===== src/rtl/team_06_pkg.sv =====
// Shared types and constants for the receive-path sample FIFO.
package team_06_pkg;

  typedef logic signed [7:0] sample_t;

  typedef enum logic {FILL, PLAY} fifo_state_t;

  localparam logic [7:0] SAT_MAX = 8'd255;

endpackage


===== src/rtl/team_06_sat_counter.sv =====
// 8-bit event counter that sticks at SAT_MAX instead of wrapping.
module team_06_sat_counter
  import team_06_pkg::*;
(
  input  logic       clk_i,
  input  logic       clear_i,
  input  logic       inc_i,
  output logic [7:0] count_o
);

  logic [7:0] count_q, count_d;

  always_comb begin
    count_d = count_q;
    if (clear_i) begin
      count_d = '0;
    end else if (inc_i && (count_q != SAT_MAX)) begin
      count_d = count_q + 8'd1;
    end
  end

  always_ff @(posedge clk_i) begin
    count_q <= count_d;
  end

  assign count_o = count_q;

endmodule


===== src/rtl/team_06_rx_sample_fifo.sv =====
// Elastic sample buffer between the ESP deserializer and the volume shifter:
// prefills before playback, returns SILENCE on underflow, drops on overflow.
module team_06_rx_sample_fifo
  import team_06_pkg::*;
#(
  parameter int unsigned DEPTH   = 16,
  parameter int unsigned PREFILL = 8,
  parameter sample_t     SILENCE = 8'sd0
) (
  input  logic                     hwclk,
  input  logic                     reset,
  input  sample_t                  sample_in,
  input  logic                     sample_valid,
  input  logic                     read_req,
  input  logic                     flush,
  output sample_t                  sample_out,
  output logic                     out_valid,
  output logic [$clog2(DEPTH):0]   level,
  output logic                     playing,
  output logic [7:0]               overflow_cnt,
  output logic [7:0]               underflow_cnt
);

  localparam int unsigned AW = $clog2(DEPTH);
  localparam int unsigned LW = AW + 1;
  localparam logic [LW-1:0] DepthLvl   = LW'(DEPTH);
  localparam logic [LW-1:0] PrefillLvl = LW'(PREFILL);

  sample_t         mem_q [DEPTH];
  logic [AW-1:0]   wr_ptr_q, rd_ptr_q;
  logic [LW-1:0]   level_q, level_d;
  fifo_state_t     state_q, state_d;
  sample_t         sample_out_q, sample_out_d;
  logic            out_valid_q, out_valid_d;
  logic            full, empty, push, pop, underflow, overflow;

  // All full/empty decisions use the pre-cycle level; a read may free the
  // slot a same-cycle write lands in, since mem is read before the edge.
  always_comb begin
    full      = (level_q == DepthLvl);
    empty     = (level_q == '0);
    pop       = !flush && read_req && (state_q == PLAY) && !empty;
    underflow = !flush && read_req && (state_q == PLAY) && empty;
    push      = !flush && sample_valid && (!full || pop);
    overflow  = !flush && sample_valid && !push;
  end

  always_comb begin
    level_d = level_q;
    if (flush) begin
      level_d = '0;
    end else if (push && !pop) begin
      level_d = level_q + 1'b1;
    end else if (pop && !push) begin
      level_d = level_q - 1'b1;
    end

    state_d = state_q;
    if (flush) begin
      state_d = FILL;
    end else begin
      unique case (state_q)
        FILL: if (level_d >= PrefillLvl) state_d = PLAY;
        PLAY: if (underflow) state_d = FILL;
        default: state_d = FILL;
      endcase
    end

    out_valid_d  = !flush && read_req;
    sample_out_d = sample_out_q;
    if (flush) begin
      sample_out_d = SILENCE;
    end else if (read_req) begin
      sample_out_d = pop ? mem_q[rd_ptr_q] : SILENCE;
    end
  end

  always_ff @(posedge hwclk) begin
    if (reset) begin
      wr_ptr_q     <= '0;
      rd_ptr_q     <= '0;
      level_q      <= '0;
      state_q      <= FILL;
      sample_out_q <= SILENCE;
      out_valid_q  <= 1'b0;
    end else begin
      level_q      <= level_d;
      state_q      <= state_d;
      sample_out_q <= sample_out_d;
      out_valid_q  <= out_valid_d;
      if (flush) begin
        wr_ptr_q <= '0;
        rd_ptr_q <= '0;
      end else begin
        if (push) wr_ptr_q <= wr_ptr_q + 1'b1;
        if (pop)  rd_ptr_q <= rd_ptr_q + 1'b1;
      end
    end
  end

  always_ff @(posedge hwclk) begin
    if (push && !reset) begin
      mem_q[wr_ptr_q] <= sample_in;
    end
  end

  team_06_sat_counter u_overflow_cnt (
    .clk_i   (hwclk),
    .clear_i (reset),
    .inc_i   (overflow),
    .count_o (overflow_cnt)
  );

  team_06_sat_counter u_underflow_cnt (
    .clk_i   (hwclk),
    .clear_i (reset),
    .inc_i   (underflow),
    .count_o (underflow_cnt)
  );

  assign sample_out = sample_out_q;
  assign out_valid  = out_valid_q;
  assign level      = level_q;
  assign playing    = (state_q == PLAY);

endmodule


===== config.mk =====
export PLATFORM = sky130hd
export DESIGN_NAME = team_06_rx_sample_fifo
export DESIGN_NICKNAME = d
export VERILOG_FILES = /design/src/rtl/team_06_pkg.sv /design/src/rtl/team_06_sat_counter.sv /design/src/rtl/team_06_rx_sample_fifo.sv
export SDC_FILE = /design/constraint.sdc
export NUM_CORES = 1
export LEC_CHECK = 0
export ABC_CLOCK_PERIOD_IN_PS = 3200
export CAP_MARGIN = 20
export CELL_PAD_IN_SITES_DETAIL_PLACEMENT = 1
export CELL_PAD_IN_SITES_GLOBAL_PLACEMENT = 1
export CORE_UTILIZATION = 29
export DETAILED_ROUTE_END_ITERATION = 10
export GPL_TIMING_DRIVEN = 0
export PLACE_DENSITY_LB_ADDON = 0.1
export SYNTH_ARGS = -nofsm -noshare
export SYNTH_HDL_FRONTEND = slang
export SYNTH_SLANG_ARGS = --single-unit

===== constraint.sdc =====
create_clock -name hwclk -period 3.2 [get_ports hwclk]
set_input_delay 0.8 -clock hwclk [delete_from_list [all_inputs] [get_ports hwclk]]
set_output_delay 0.8 -clock hwclk [all_outputs]
set_load 0.02 [all_outputs]

After elaboration in Yosys (flattened, before gate mapping)
Memories as Yosys holds them, arrays and structs flattened. A register that Yosys moved wholly into a read port is not among the register bits.
Cells that the tools add are included.
- bits in writable memories: 128
- input bits: 13
- memories: 1
- output and inout port bits: 31
- word-level logic and storage cells: 52
- bits in registers: 39
- memories (memory ; depth ; bits a word ; rd ports ; clocked after memory_dff ; write ports ; RTL line ; RTL):
    mem_q ; 16 ; 8 ; 1 ; 1 ; 1 ; team_06_rx_sample_fifo.sv:29 ; sample_t mem_q [DEPTH];
- $add $sub $neg: 6
- reductions and logical operators: 21
- muxes and demuxes: 11
- magnitude comparators: 1
- equality and inequality tests: 3
- bitwise gates (word level): 1
- operators with widths (cell ; count):
    $add 8x1->8 const B ; 2
    $ne 8x8->1 const B ; 2
    $mux 5 ; 3
    $logic_and 1x1->1 ; 12
    $add 4x1->4 const B ; 2
    $mux 4 ; 2
    $mux 8 ; 1
    $logic_not 1->1 ; 6
    $add 5x1->5 const B ; 1
    $eq 5x5->1 const B ; 1
    $ge 5x4->1 const B ; 1
    $logic_not 5->1 ; 1
    $sub 5x1->5 const B ; 1
    $mux 1 ; 4
    $pmux 1 s2 ; 1
    $reduce_or 2->1 ; 1
    $logic_or 1x1->1 ; 1
    $not 1->1 ; 1

Longest topological paths before layout
Gate-level depths: netlist (run 1).
- depth after elaboration: 14
- gate-level depth with buffers: 7
- gate-level depth less buffers: 6

Hierarchy
Synthesis (run 1) repeated with hierarchy kept, for this count alone.
- cells, all modules: 442
- area, all modules: 6952.9 um^2
- by module, submodules not included (module ; times used ; area each (um^2) ; sequential area each (um^2) ; cells an instance):
    team_06_rx_sample_fifo ; 1 ; 6092.1 ; 4384.2 ; 350
    team_06_sat_counter ; 2 ; 430.4 ; 160.2 ; 46

Worst setup path before layout (run 1)
No wires, ideal clock.
- path type: in2reg
- start: input flush
- end: memory mem_q[0][0] in the netlist's numbering, enable pin
- cell stages on the path: 4
- path slack: 656 ps
- arrival time: 2174 ps
- required time: 2830 ps
- library setup time: 370 ps
- buffers on the path: 0
- cell sequence: nand3b_1 -> a31oi_1 -> nand2_1 -> nor2_1
- word-level cells in the longest chain between the ends: 9
- elaborated cells between the ends (all ways): 10
- those cells by class: mux (2); reduce/logical (8)
- RTL lines (element ; RTL line ; RTL):
    start: declaration ; team_06_rx_sample_fifo.sv:15 ; input logic flush,
    $logic_not 1->1 (*) ; team_06_rx_sample_fifo.sv:42, team_06_rx_sample_fifo.sv:44 ;
    $logic_and 1x1->1 (3 in a row) ; team_06_rx_sample_fifo.sv:42 ; pop = !flush && read_req && (state_q == PLAY) && !empty;
    $logic_or 1x1->1 ; team_06_rx_sample_fifo.sv:44 ; push = !flush && sample_valid && (!full || pop);
    $logic_and 1x1->1 (*) ; team_06_rx_sample_fifo.sv:44 ;
    $logic_and 1x1->1 (*) ; team_06_rx_sample_fifo.sv:102 ; if (push && !reset) begin
    $mux 1 (*) ; team_06_rx_sample_fifo.sv:102 ;
    $mux 1 (not written as such) (*) ; team_06_rx_sample_fifo.sv:103 ; mem_q[wr_ptr_q] <= sample_in;
    end: declaration ; team_06_rx_sample_fifo.sv:29 ;
Every way passes the cells marked *; elsewhere a longest branch is shown, timed or not.

Final worst setup path (run 1)
- start: input flush
- end: memory mem_q[13][2] in the netlist's numbering, enable pin
Same word-level chain as after synthesis.

==> metrics.txt, run 1 <==
number of I/O pins 44; antenna violations before repair 0; worst relative slew slack 40.21%; cell count of the worst reg-to-reg path 6; number of remaining DRC errors 0; proportion of layout cells with a drive suffix above 1 15.40%; Static Leak 2.603 nW; DR iter-0 viols 225; WHS Path Cells 1; Total Wirelength 17480 microns; htree depth 4; utilization after layout 35.73%; critical path arrival 2.98 ns; kind of path behind the tightest hold check reg -> reg; overall die height 156.4 microns; maximum number of pins on one net before global-route repair 17; max cap viols 0; CORE AREA 23400 sq um; fraction of post-synthesis cell area in the top cell type by area 55.62%; clock transition time at the flip-flop clock pins of the worst setup and hold paths 0.07 ns; buffers added on ports 43; area enclosed by the die boundary 24450 sq um; hold path startpoint sample_out[0]; number of synthesized register bits 171; ratio of final minimum period to clock period 91.80%; Critical Path Source Type input port; routability congestion estimate from global placement 0.7439; yosys warns 0; maximum fanout count along the critical path 10; Resized Gates After CTS 9; Post-Route Skew 0.01106 ns; ordered cell list for the critical path clkdlybuf4s50_1 > nand3b_1 > a31oi_4 > nand2_1 > nor2_1; worst reg2reg endpoint mem_q[13][2]; Final Hold Fails 0; fraction of the yosys area taken by sequential cells 68.08%; Worst path max stage delay 0.71 ns; final net count 522; storage element area 4705 sq um; Synth Flop Type sky130_fd_sc_hd__edfxtp_1; count of different cell masters after synthesis 52; final std cells w/o fill 832; Worst Path Class, Setup in -> reg; CTS Buffer Depth 2; cell area power density 546.4 nW/um^2; Die Span X 156.4 microns; filler cell count 2436; synthesized netlist cell count 438; critical path required time 3.25 ns; total via count after detailed routing 4038; post-synthesis cell type with the largest combined area sky130_fd_sc_hd__edfxtp_1; Initial Util 29.53%; number of global-route vias before repair 4274; maximum VDD drop 0.2696 mV; Pre-antenna DRT Iters 4; Synth area leaders sky130_fd_sc_hd__edfxtp_1, sky130_fd_sc_hd__dfxtp_1, sky130_fd_sc_hd__mux4_2; area of combinational cells with multiple inputs 2090 sq um; first-pass GRT wire length 26580 microns; Final HPWL DP 11620 microns; average instance area after synthesis 15.78 sq um; nature of the critical path endpoint flop; total overflow reported by the global router 0; share of flip-flops with an asynchronous set or reset after synthesis 0%; Tightest Pin Transition 0.8935 ns; antenna diode count 0; TritonCTS clock tree yes; Sink Count 171; total instance count after detailed placement 800; clock tree root buffer cell sky130_fd_sc_hd__clkbuf_16; count of flip-flops with a built-in enable after synthesis 128; area of the mapped netlist 6910 sq um; area growth from synthesis to layout 20.98%; setup repair after global routing missed its margin no; Reg-to-Reg Start level[0]; # setup viols final 0; number of routed nets with antenna violations 0; clock latency on the worst-skew pair 0.43 ns; Rows 56; status finished clean; global router's overall resource usage 15.38%; Post-CTS Setup Inserts 0; Worst Hold Path EP sample_out[0]; syn nets 460; hold buffer count at CTS 0; TNS Setup 0 ns; flop-to-flop setup slack 0.47 ns; average detailed-routed wire length per instance 21.01 microns; pins over their slew limit 0; Num CTS Buffers 17; minimum period implied by the final worst setup slack 2.938 ns; Avg Vias per Cell 4.853; CP max stage cell sky130_fd_sc_hd__nor2_1; Max Freq 0.3404 GHz
layout make-up:
cell class | count | share of cell area, %
clock buffers | 18 | 5.133
flip-flops and latches | 171 | 56.27
plain buffers | 20 | 1.122
inverters | 16 | 0.7183
repair buffers | 43 | 5.148
well taps | 319 | 4.774
multi-input cells | 231 | 24.99
clock inverters | 14 | 1.841
kinds of logic (layout without fill, tap and decap cells):
group | count (synthesis) | count (layout) | synth area share (%)
and+or+nand+nor | 107 | 107 | 8.365
AOI/OAI and AO/OA | 58 | 58 | 5.867
adders and majority gates | 9 | 9 | 1.630
DFF | 171 | 171 | 68.08
buffers and inverters | 36 | 111 | 2.227
xor gates and xnor gates | 12 | 12 | 1.521
muxes | 45 | 45 | 12.31
registers in the layout, summed over array words and instances (netlist names), named ones only:
| name | count |
|---|---|
| u_underflow_cnt.count_o | 8 |
| sample_out | 8 |
| wr_ptr_q | 4 |
| level | 5 |
| mem_q | 128 |
| out_valid | 1 |
| playing | 1 |
| rd_ptr_q | 4 |
| u_overflow_cnt.count_o | 8 |
cells in the mapped netlist, types with 6 or more instances:
| master | count |
|---|---|
| sky130_fd_sc_hd__inv_1 | 16 |
| sky130_fd_sc_hd__o22ai_1 | 8 |
| sky130_fd_sc_hd__edfxtp_1 | 128 |
| sky130_fd_sc_hd__nor2_1 | 36 |
| sky130_fd_sc_hd__dfxtp_1 | 43 |
| sky130_fd_sc_hd__clkbuf_1 | 13 |
| sky130_fd_sc_hd__a21oi_1 | 15 |
| sky130_fd_sc_hd__mux2i_1 | 13 |
| sky130_fd_sc_hd__mux4_2 | 32 |
| sky130_fd_sc_hd__ha_1 | 9 |
| sky130_fd_sc_hd__nand4_1 | 7 |
| sky130_fd_sc_hd__o21ai_0 | 6 |
| sky130_fd_sc_hd__nand2_1 | 18 |
| sky130_fd_sc_hd__nand3_1 | 9 |
| sky130_fd_sc_hd__xor2_1 | 7 |
| sky130_fd_sc_hd__a221o_1 | 8 |
critical path, delay by kind of cell:
kind	cells	cell delay, ns
simple gates	3	1.22
buf+inv	1	0.53
compound gates	1	0.41
how the worst max path moves through the flow:
stage / from / cells after the start / slack, ns / end
finish: flush / 5 / 0.26 / mem_q[13][2]
global route: flush / 5 / 0.08 / mem_q[9][2]
CTS: flush / 5 / -0.005 / mem_q[5][2]
detailed placement: flush / 5 / -0.94 / mem_q[6][3]
global placement: flush / 5 / -0.90 / mem_q[2][3]
floorplan: flush / 4 / 0.66 / mem_q[0][0]
where the power goes:
group          switching [mW]  leakage [nW]  internal, mW
Clock                   0.862         0.282          1.22
Sequential            0.00262          1.50          2.38
Combinational          0.0708         0.823        0.0313
Total                   0.936          2.60          3.63
layer usage:
metal	global-route usage, %	up-vias	wire length (microns)
met5	0	-	0
met4	4.762	0	200
met3	3.323	16	475
met2	23.66	54	7973
met1	21.61	2114	8831
li1	-	1854	-
through the flow:
stage / hold slack [ns] / total power [mW] / cell area, sq um / setup WS [ns]
floorplan: 0.4767 / 2.470 / 6910 / 0.6556
global placement: 0.4678 / 2.534 / 7740 / -0.9033
detailed placement: 0.4747 / 2.538 / 7740 / -0.9441
CTS: 0.4900 / 4.614 / 8349 / -0.005204
global route: 0.5109 / 4.712 / 8361 / 0.07868
finish: 0.4867 / 4.568 / 8361 / 0.2624
layout by cell type, fill, tap and decap left out, drive strengths merged, types with 8 or more instances in the layout:
cell type and n:
dfxtp 43, inv 16, a21oi 15, ha 9, o22ai 8, clkbuf 31, nand2 18, nand3 9
nor2 36, clkdlybuf4s50 43, clkinv 9, edfxtp 128, a221o 8, mux2i 13, mux4 32
Power figures use the tool's default switching activity.
==> run 2: changes to the inputs <==
--- a/config.mk
+++ b/config.mk
@@ -12,6 +12,7 @@
 export CORE_UTILIZATION = 29
 export DETAILED_ROUTE_END_ITERATION = 10
 export GPL_TIMING_DRIVEN = 0
+export MAX_ROUTING_LAYER = met4
 export PLACE_DENSITY_LB_ADDON = 0.1
 export SYNTH_ARGS = -nofsm -noshare
 export SYNTH_HDL_FRONTEND = slang
==> run 2 against run 1 <==
First-iteration DRC count is 5.3% lower. Largest power group unchanged. Register-to-register slack hardly changed. Largest cell class unchanged. Wire length is 0.43% lower. Non-clock buffer count stayed put.
==> metrics.txt, run 2 (same netlist as run 1, synthesis figures left out) <==
status finished clean; number of I/O pins 44 (unchanged); leading cell type in the layout, fill and taps excluded sky130_fd_sc_hd__edfxtp_1; Num CTS Buffers 17 (unchanged); max cap viols 0 (unchanged); placed cell area 7740 sq um (unchanged); storage element area 4705 sq um (unchanged); Die Span X 156.4 microns (unchanged); antenna diode count 0 (unchanged); total power consumption of the routed design 4.568 mW (about the same); maximum fanout count along the critical path 10 (unchanged); CORE AREA 23400 sq um (unchanged); area of combinational cells with multiple inputs 2090 sq um (unchanged); total via count after detailed routing 4001 (-0.92%); final-layout worst hold slack 0.4867 ns (unchanged); Tightest Pin Transition 0.8927 ns (-0.0007725 ns); maximum number of pins on one net before global-route repair 17 (unchanged); total overflow reported by the global router 0 (unchanged); number of routed nets with antenna violations 0 (unchanged); Initial Util 29.53% (unchanged); Critical Path Source Type input port; commonest non-fill, non-tap cells in the layout sky130_fd_sc_hd__edfxtp_1, sky130_fd_sc_hd__dfxtp_1, sky130_fd_sc_hd__clkdlybuf4s50_1; TritonCTS clock tree yes; Pre-antenna DRT Iters 4 (unchanged); htree depth 4 (unchanged); CTS Buffer Depth 2 (unchanged); Final HPWL DP 11620 microns (unchanged); proportion of layout cells with a drive suffix above 1 15.40% (unchanged); worst relative slew slack 40.27% (+0.052 points); Post-Route Skew 0.01187 ns (+0.0008093 ns); clock latency on the worst-skew pair 0.43 ns (about the same); clock transition time at the flip-flop clock pins of the worst setup and hold paths 0.07 ns (about the same); number of remaining DRC errors 0 (unchanged); hold buffer count at CTS 0 (unchanged); average detailed-routed wire length per instance 20.92 microns (-0.43%); first-pass GRT wire length 26570 microns (about the same); critical path required time 3.24 ns (about the same); nature of the critical path endpoint flop; filler cell count 2436 (unchanged); Final Hold Fails 0 (unchanged); minimum period implied by the final worst setup slack 2.951 ns (+0.01370 ns); overall die height 156.4 microns (unchanged); Total Wirelength 17410 microns (-0.43%); number of global-route vias before repair 4263 (-0.26%); Max Freq 0.3388 GHz (-0.46%); clock tree root buffer cell sky130_fd_sc_hd__clkbuf_16; post-route design area 8361 sq um (unchanged); antenna violations before repair 0 (unchanged); Static Leak 2.603 nW (unchanged); global router's overall resource usage 15.81% (+0.43 points); # setup viols final 0 (unchanged); pins over their slew limit 0 (unchanged); ratio of final minimum period to clock period 92.23% (+0.43 points); register containing the most flip-flops in the final layout mem_q; DR iter-0 viols 213 (-5.3%); area enclosed by the die boundary 24450 sq um (unchanged); cell area power density 546.4 nW/um^2 (about the same); kind of path behind the tightest hold check reg -> reg; flip-flop count of the largest register, all copies and words added 128 (unchanged); Rows 56 (unchanged); routability congestion estimate from global placement 0.7533 (+1.3%); final net count 522 (unchanged); Worst Path Class, Setup in -> reg; Sink Count 171 (unchanged); buffers added on ports 43 (unchanged); Avg Vias per Cell 4.809 (-0.92%); area growth from synthesis to layout 20.98% (unchanged); setup repair after global routing missed its margin no; critical path arrival 3.00 ns (+0.02 ns); maximum VDD drop 0.2698 mV (about the same)
## run 2: cell counts in the layout (fill, tap and decap cells not counted)
No cell type changed its count.
## run 2: repair_timing
item	4_1_cts	5_1_grt
buffers inserted	0	0
endpoints found under the setup margin	96	57
resized for setup	9	2
## run 2: cell type report
type | count | area share, %
Sequential cell | 171 | 56.27
Clock inverter | 14 | 1.841
Tap cell | 319 | 4.774
Multi-Input combinational cell | 231 | 24.99
Buffer | 20 | 1.122
Clock buffer | 18 | 5.133
Timing Repair Buffer | 43 | 5.148
Inverter | 16 | 0.7183
## run 2: per-layer routing
| metal | part of all wire (%) | vias up | GRT usage [%] |
|---|---|---|---|
| met5 | 0 | - | - |
| met4 | 1.2 | 0 | 4.902 |
| met3 | 2.7 | 15 | 2.991 |
| met2 | 46 | 49 | 23.60 |
| met1 | 50 | 2082 | 21.73 |
| li1 | - | 1855 | - |
## run 2: critical path, stage by stage
cell	delay [ns]
sky130_fd_sc_hd__clkdlybuf4s50_1	0.54
sky130_fd_sc_hd__nand3b_1	0.34
sky130_fd_sc_hd__a31oi_4	0.42
sky130_fd_sc_hd__nand2_1	0.18
sky130_fd_sc_hd__nor2_1	0.71
## run 2: where the power goes
| group | total (mW) | switching (mW) | internal (mW) | leakage [nW] |
|---|---|---|---|---|
| Combinational | 0.102 | 0.0706 | 0.0313 | 0.823 |
| Clock | 2.08 | 0.862 | 1.22 | 0.282 |
| Sequential | 2.39 | 0.00263 | 2.38 | 1.50 |
## run 2: worst paths after layout
| path | start | end | slack [ns] | cells after the start |
|---|---|---|---|---|
| hold / removal | sample_out[0] | sample_out[0] | 0.49 | 1 |
| hold reg to reg | sample_out[0] | sample_out[0] | 0.49 | 1 |
| setup / recovery | flush | mem_q[9][2] | 0.25 | 5 |
| setup reg to reg | level[0] | mem_q[9][2] | 0.47 | 6 |
## run 2: per-stage QoR
stage | utilization (%) | cells | setup slack, ns | setup TNS [ns]
floorplan | - | 438 | 0.6556 | 0
global placement | 33.07 | 800 | -0.9033 | -81.48
detailed placement | 33.07 | 800 | -0.9441 | -84.42
CTS | 35.68 | 832 | -0.005204 | -0.005204
global route | 35.73 | 832 | 0.07674 | 0
finish | 35.73 | 832 | 0.2487 | 0
